[src/rtl/branch_predictor_if.sv]
// Bundle between decode/execute and the branch predictor.
//   Decode side:  d_pc, d_isbranch in; d_guess_taken, d_bht_idx out.
//   Execute side: e_valid_br, e_stall, e_flush, e_taken, e_guess_taken, e_bht_idx in;
//                 mispredict out.
//   Statistics:   br_count, miss_count out.
// master: the pipeline side that drives lookups and resolutions.
// slave:  the predictor itself.
interface branch_predictor_if #(
  parameter int unsigned BHT_IDX_W = 6,
  parameter int unsigned CNT_W     = 32
);
  logic [31:0]          d_pc;
  logic                 d_isbranch;
  logic                 d_guess_taken;
  logic [BHT_IDX_W-1:0] d_bht_idx;
  logic                 e_valid_br;
  logic                 e_stall;
  logic                 e_flush;
  logic                 e_taken;
  logic                 e_guess_taken;
  logic [BHT_IDX_W-1:0] e_bht_idx;
  logic                 mispredict;
  logic [CNT_W-1:0]     br_count;
  logic [CNT_W-1:0]     miss_count;

  modport master (
    output d_pc, d_isbranch, e_valid_br, e_stall, e_flush, e_taken, e_guess_taken, e_bht_idx,
    input  d_guess_taken, d_bht_idx, mispredict, br_count, miss_count
  );

  modport slave (
    input  d_pc, d_isbranch, e_valid_br, e_stall, e_flush, e_taken, e_guess_taken, e_bht_idx,
    output d_guess_taken, d_bht_idx, mispredict, br_count, miss_count
  );
endinterface

[src/rtl/branch_predictor.sv]
// Bimodal branch predictor: table of 2-bit saturating counters indexed by PC,
// with branch/mispredict statistics counters.
// Optional gshare indexing when macro BPU_GSHARE_EN is defined: a non-speculative
// global history register is XORed into the PC index.
// Ports:
//   clk    - clock, all state updates on the rising edge
//   resetn - asynchronous active-low reset
//   bus    - branch_predictor_if.slave (decode lookup, execute resolve, statistics)
module branch_predictor #(
  parameter int unsigned BHT_IDX_W = 6,
  parameter int unsigned CNT_W     = 32
) (
  input  logic               clk,
  input  logic               resetn,
  branch_predictor_if.slave  bus
);

  localparam int unsigned Entries = 1 << BHT_IDX_W;

  logic [1:0]           bht_q [Entries];
  logic [CNT_W-1:0]     br_count_q;
  logic [CNT_W-1:0]     miss_count_q;
  logic [BHT_IDX_W-1:0] pc_idx;
  logic [BHT_IDX_W-1:0] lookup_idx;
  logic [1:0]           cnt_cur;
  logic [1:0]           cnt_nxt;
  logic                 upd;
  logic                 wrong;

  // PC bits outside the index field are intentionally ignored.
  logic unused_pc_bits;
  assign unused_pc_bits = ^{bus.d_pc[31:BHT_IDX_W+2], bus.d_pc[1:0]};

  assign pc_idx = bus.d_pc[BHT_IDX_W+1:2];

`ifdef BPU_GSHARE_EN
  logic [BHT_IDX_W-1:0] ghr_q;

  assign lookup_idx = pc_idx ^ ghr_q;

  // History only advances on committed (non-stalled, non-flushed) resolutions.
  always_ff @(posedge clk or negedge resetn) begin
    if (!resetn) begin
      ghr_q <= '0;
    end else if (upd) begin
      ghr_q <= {ghr_q[BHT_IDX_W-2:0], bus.e_taken};
    end
  end
`else
  assign lookup_idx = pc_idx;
`endif

  assign upd   = bus.e_valid_br & ~bus.e_stall & ~bus.e_flush;
  assign wrong = bus.e_taken != bus.e_guess_taken;

  // Lookup reads registered state, so a same-cycle update to the same entry
  // is seen only from the next cycle.
  assign bus.d_bht_idx     = lookup_idx;
  assign bus.d_guess_taken = bus.d_isbranch & bht_q[lookup_idx][1];
  // Not gated by stall: redirect must stay requested while execute is held.
  assign bus.mispredict    = bus.e_valid_br & ~bus.e_flush & wrong;
  assign bus.br_count      = br_count_q;
  assign bus.miss_count    = miss_count_q;

  always_comb begin
    cnt_cur = bht_q[bus.e_bht_idx];
    cnt_nxt = cnt_cur;
    if (bus.e_taken) begin
      if (cnt_cur != 2'd3) cnt_nxt = cnt_cur + 2'd1;
    end else begin
      if (cnt_cur != 2'd0) cnt_nxt = cnt_cur - 2'd1;
    end
  end

  always_ff @(posedge clk or negedge resetn) begin
    if (!resetn) begin
      for (int i = 0; i < Entries; i++) begin
        bht_q[i] <= 2'd1;
      end
    end else if (upd) begin
      bht_q[bus.e_bht_idx] <= cnt_nxt;
    end
  end

  always_ff @(posedge clk or negedge resetn) begin
    if (!resetn) begin
      br_count_q   <= '0;
      miss_count_q <= '0;
    end else if (upd) begin
      br_count_q <= br_count_q + CNT_W'(1);
      if (wrong) miss_count_q <= miss_count_q + CNT_W'(1);
    end
  end

endmodule
[src/flat_wrapper.sv]
// flat-port wrapper written by rule: the top's interface ports become plain ports
module branch_predictor_flat 
#(
  parameter int unsigned BHT_IDX_W = 6,
  parameter int unsigned CNT_W     = 32
)
  (clk, resetn, bus_d_pc, bus_d_isbranch, bus_e_valid_br, bus_e_stall, bus_e_flush, bus_e_taken, bus_e_guess_taken, bus_e_bht_idx, bus_d_guess_taken, bus_d_bht_idx, bus_mispredict, bus_br_count, bus_miss_count);
  branch_predictor_if #(.BHT_IDX_W(BHT_IDX_W), .CNT_W(CNT_W)) bus_i ();
  input  logic clk;
  input  logic resetn;
  input wire logic [$bits(bus_i.d_pc)-1:0] bus_d_pc;
  input wire logic [$bits(bus_i.d_isbranch)-1:0] bus_d_isbranch;
  input wire logic [$bits(bus_i.e_valid_br)-1:0] bus_e_valid_br;
  input wire logic [$bits(bus_i.e_stall)-1:0] bus_e_stall;
  input wire logic [$bits(bus_i.e_flush)-1:0] bus_e_flush;
  input wire logic [$bits(bus_i.e_taken)-1:0] bus_e_taken;
  input wire logic [$bits(bus_i.e_guess_taken)-1:0] bus_e_guess_taken;
  input wire logic [$bits(bus_i.e_bht_idx)-1:0] bus_e_bht_idx;
  output wire logic [$bits(bus_i.d_guess_taken)-1:0] bus_d_guess_taken;
  output wire logic [$bits(bus_i.d_bht_idx)-1:0] bus_d_bht_idx;
  output wire logic [$bits(bus_i.mispredict)-1:0] bus_mispredict;
  output wire logic [$bits(bus_i.br_count)-1:0] bus_br_count;
  output wire logic [$bits(bus_i.miss_count)-1:0] bus_miss_count;
  assign bus_i.d_pc = bus_d_pc;
  assign bus_i.d_isbranch = bus_d_isbranch;
  assign bus_i.e_valid_br = bus_e_valid_br;
  assign bus_i.e_stall = bus_e_stall;
  assign bus_i.e_flush = bus_e_flush;
  assign bus_i.e_taken = bus_e_taken;
  assign bus_i.e_guess_taken = bus_e_guess_taken;
  assign bus_i.e_bht_idx = bus_e_bht_idx;
  assign bus_d_guess_taken = bus_i.d_guess_taken;
  assign bus_d_bht_idx = bus_i.d_bht_idx;
  assign bus_mispredict = bus_i.mispredict;
  assign bus_br_count = bus_i.br_count;
  assign bus_miss_count = bus_i.miss_count;
  branch_predictor #(.BHT_IDX_W(BHT_IDX_W), .CNT_W(CNT_W)) u_core (.clk(clk), .resetn(resetn), .bus(bus_i));
endmodule
[config.mk]
export PLATFORM = sky130hd
export DESIGN_NAME = branch_predictor_flat
export DESIGN_NICKNAME = d
export VERILOG_FILES = /design/src/rtl/branch_predictor_if.sv /design/src/rtl/branch_predictor.sv /design/src/flat_wrapper.sv
export SDC_FILE = /design/constraint.sdc
export NUM_CORES = 1
export LEC_CHECK = 0
export BUFFER_PORTS_ARGS = -buffer_cell sky130_fd_sc_hd__buf_2
export CAP_MARGIN = 40
export CORE_MARGIN = 2
export CORE_UTILIZATION = 35
export DETAILED_ROUTE_END_ITERATION = 8
export SETUP_SLACK_MARGIN = 0.05
export SYNTH_ARGS = -nofsm -noshare
export SYNTH_HDL_FRONTEND = slang
export SYNTH_SLANG_ARGS = --single-unit
export TNS_END_PERCENT = 5
[constraint.sdc]
create_clock -name clk -period 3.4 [get_ports clk]
set_input_delay 0.17 -clock clk [delete_from_list [all_inputs] [get_ports clk]]
set_output_delay 0.17 -clock clk [all_outputs]
set_load 0.1 [all_outputs]
==> results.json <==
{
  "status": "complete, no violations",
  "yosysUniqueCellTypes": 57,
  "seqPwrFrac": 0.463,
  "p_leak_nw": 4.83,
  "post_cts_resized": 0,
  "initial_core_util": 0.353,
  "hold_viol_final": 0,
  "clk_pin_slew_worst_paths_ns": 0.07,
  "reg2reg_depth": 8,
  "cts_root_buf": "clkbuf_16",
  "stdcell_area_um2": 11300,
  "p_clk_frac": 0.357,
  "irDropWorstVdd_v": 0.000291,
  "critical_path_class": "flip-flop to output port",
  "post-cts-setup-buffer-count": 0,
  "seq_area_frac_synth": 0.501,
  "synth_seq_cells": 192,
  "synthArstFlopShare": 1.00,
  "p_per_area_nw_per_um2": 492,
  "port_buffers": 91,
  "wirelength_um": 24700,
  "core_um2": 27600,
  "fillers": 2705,
  "max_freq_mhz": 337,
  "fin_crit_sh": 0.872,
  "wire_per_inst_um": 17.4,
  "synth_ff_type": "dfrtp_1",
  "p_switching_mw": 1.87,
  "drt-pass1-iter-count": 5,
  "r2r-start": "u_core.bht_q[97]",
  "p_int_mw": 3.69,
  "drc": 0,
  "synth_nets": 977,
  "drt_iter0_markers": 650,
  "grt_max_degree": 94,
  "gp_congestion": 0.856,
  "finalPower_mw": 5.56,
  "synth.top_cell.area_share": 0.328,
  "final.setup_skew_ns": 0.0217,
  "dieHeight_um": 171,
  "final_nets": 1074,
  "dr_total_vias": 7303,
  "diodes": 0,
  "syn_area_per_cell_um2": 10.5,
  "ant_nets": 0,
  "routed_via_density": 5.15,
  "grt.overflow.total": 0,
  "finalSetupViolations": 0,
  "p_sw_frac": 0.336,
  "final_cell_mix": "nand2_1 (238), dfrtp_1 (128), buf_2 (90)",
  "worstPathRequired_ns": 3.23,
  "syn_inst": 929,
  "dieArea_um2": 29200,
  "fin_crit_ns": 2.96,
  "crit_path_end_kind": "output port",
  "clkSinkCount": 192,
  "fin_tns_setup_ns": 0,
  "maxCapViolations": 0,
  "clk_latency_ns": 0.45,
  "htreeDepth": 4,
  "antenna_found_initial": 0,
  "cts_hold_buf": 1,
  "final_common_cell": "nand2_1",
  "rsz0062_at_grt": "no",
  "dp_cells": 1384,
  "critical_path.endpoint": "bus_d_guess_taken",
  "grt_pass1_wl_um": 39200,
  "multi_input_area_um2": 4510,
  "hold_path.class": "input pin to flip-flop",
  "cts_tree": "yes",
  "grt_use_total": 0.174,
  "place_ws_ns": 0.376,
  "dp_hpwl_um": 17300,
  "areaGrowthSynthToFinish_pct": 15.9,
  "slew_headroom": 0.468,
  "drive_above_1_share": 0.320,
  "grt_pass1_vias": 7012,
  "crit_path_start": "u_core.bht_q[115]",
  "tightest_slew_ns": 0.798,
  "io_pins": 118,
  "die_w_um": 171,
  "cp_max_fo": 3,
  "cts_buffers": 17,
  "final_cell_count_no_fill": 1417,
  "synth_warnings": 0,
  "synth_area_leaders": "dfrtp_1 (33%), dfstp_2 (17%), nand2_1 (9.2%)",
  "netlist.top_cell.by_area": "dfrtp_1",
  "rrSetupSlack_ns": 0.57,
  "critPathArrivalTime_ns": 2.79,
  "drv_slew": 0,
  "dpl-instance-area_um2": 10700,
  "regArea_um2": 4880,
  "synth_area_um2": 9750,
  "cts_buffer_depth": 2,
  "synth-edff-count": 0,
  "finish.utilization": 0.409,
  "fin_ws_ns": 0.435,
  "min_delay_path_depth": 4,
  "holdWs_ns": 0.0617,
  "p_comb_frac": 0.180,
  "rows": 61,
  "start_kind": "flip-flop",
  "r2r_end": "u_core.bht_q[106]"
}
## state kept, by name (all words and copies together), names as in the netlist
register / flops
u_core.bus.br_count: 32
u_core.bht_q: 128
u_core.bus.miss_count: 32
## Yosys cell counts, types with 3 or more instances
cell	count
inv_1	8
o21ai_1	61
nand3b_1	6
clkbuf_1	9
and3_1	15
or3_1	5
xor2_1	16
a31oi_1	3
nor3b_1	4
nor2_1	30
dfstp_2	64
nand2b_1	5
xnor2_1	47
mux2_2	20
o21ai_2	60
nand2_1	238
a211oi_1	5
o21ai_0	11
mux4_2	26
nand3_1	22
nand4b_1	3
buf_4	14
nand4_1	17
dfrtp_1	128
a21oi_1	11
o22ai_1	7
nor2b_1	4
buf_8	6
buf_2	15
nor3_1	10
mux2i_1	19
a221oi_1	7
## power by group through the flow
stage          clock network (mW)  registers (mW)  logic [mW]
6_report                     1.98            2.58       0.998
5_1_grt                      2.13            2.60        1.06
4_1_cts                      2.03            2.57        1.01
3_5_place_dp                    0            2.61        1.00
3_3_place_gp                    0            2.61       0.995
2_1_floorplan                   0            2.91       0.443
## layer usage
metal,up-vias,track usage,wire length (um)
met1,3587,0.250,11900
met4,0,0.0520,501
li1,3464,-,-
met5,-,0,0
met3,36,0.0324,1270
met2,216,0.269,11000
## worst max-delay path: stages, from the launching register on
cell and delay, ns:
dfrtp_1 0.41, mux4_2 0.49, mux4_2 0.51, mux4_2 0.49, and2_1 0.17, buf_2 0.28
## cell families after synthesis
group,count (synthesis),share of synthesized area
buffers and inverters,56,0.0366
adder cells (fa/ha/maj),4,0.00539
multiplexers,66,0.105
AO/OA/AOI/OAI,178,0.126
flip-flops,192,0.501
XOR/XNOR,63,0.0566
AND/OR/NAND/NOR,370,0.170
## final cells by class
| cell class | count | area share |
|---|---|---|
| multi-input cells | 681 | 0.399 |
| well taps | 378 | 0.0418 |
| flip-flops and latches | 192 | 0.432 |
| repair buffers | 125 | 0.0727 |
| inverters | 9 | 0.00299 |
| clock buffers | 19 | 0.0383 |
| clock inverters | 13 | 0.0127 |
## worst min-delay path by stage
stage / from / to / slack, ns
floorplan: resetn / u_core.bht_q[101] / -0.13
global placement: resetn / u_core.bus.miss_count[29] / 0.30
detailed placement: resetn / u_core.bus.miss_count[29] / 0.29
CTS: bus_e_stall / u_core.bus.br_count[1] / 0.05
global route: bus_e_stall / u_core.bus.br_count[1] / 0.08
finish: bus_e_stall / u_core.bus.br_count[1] / 0.06
Note: power is estimated with default switching activity, not from simulation.
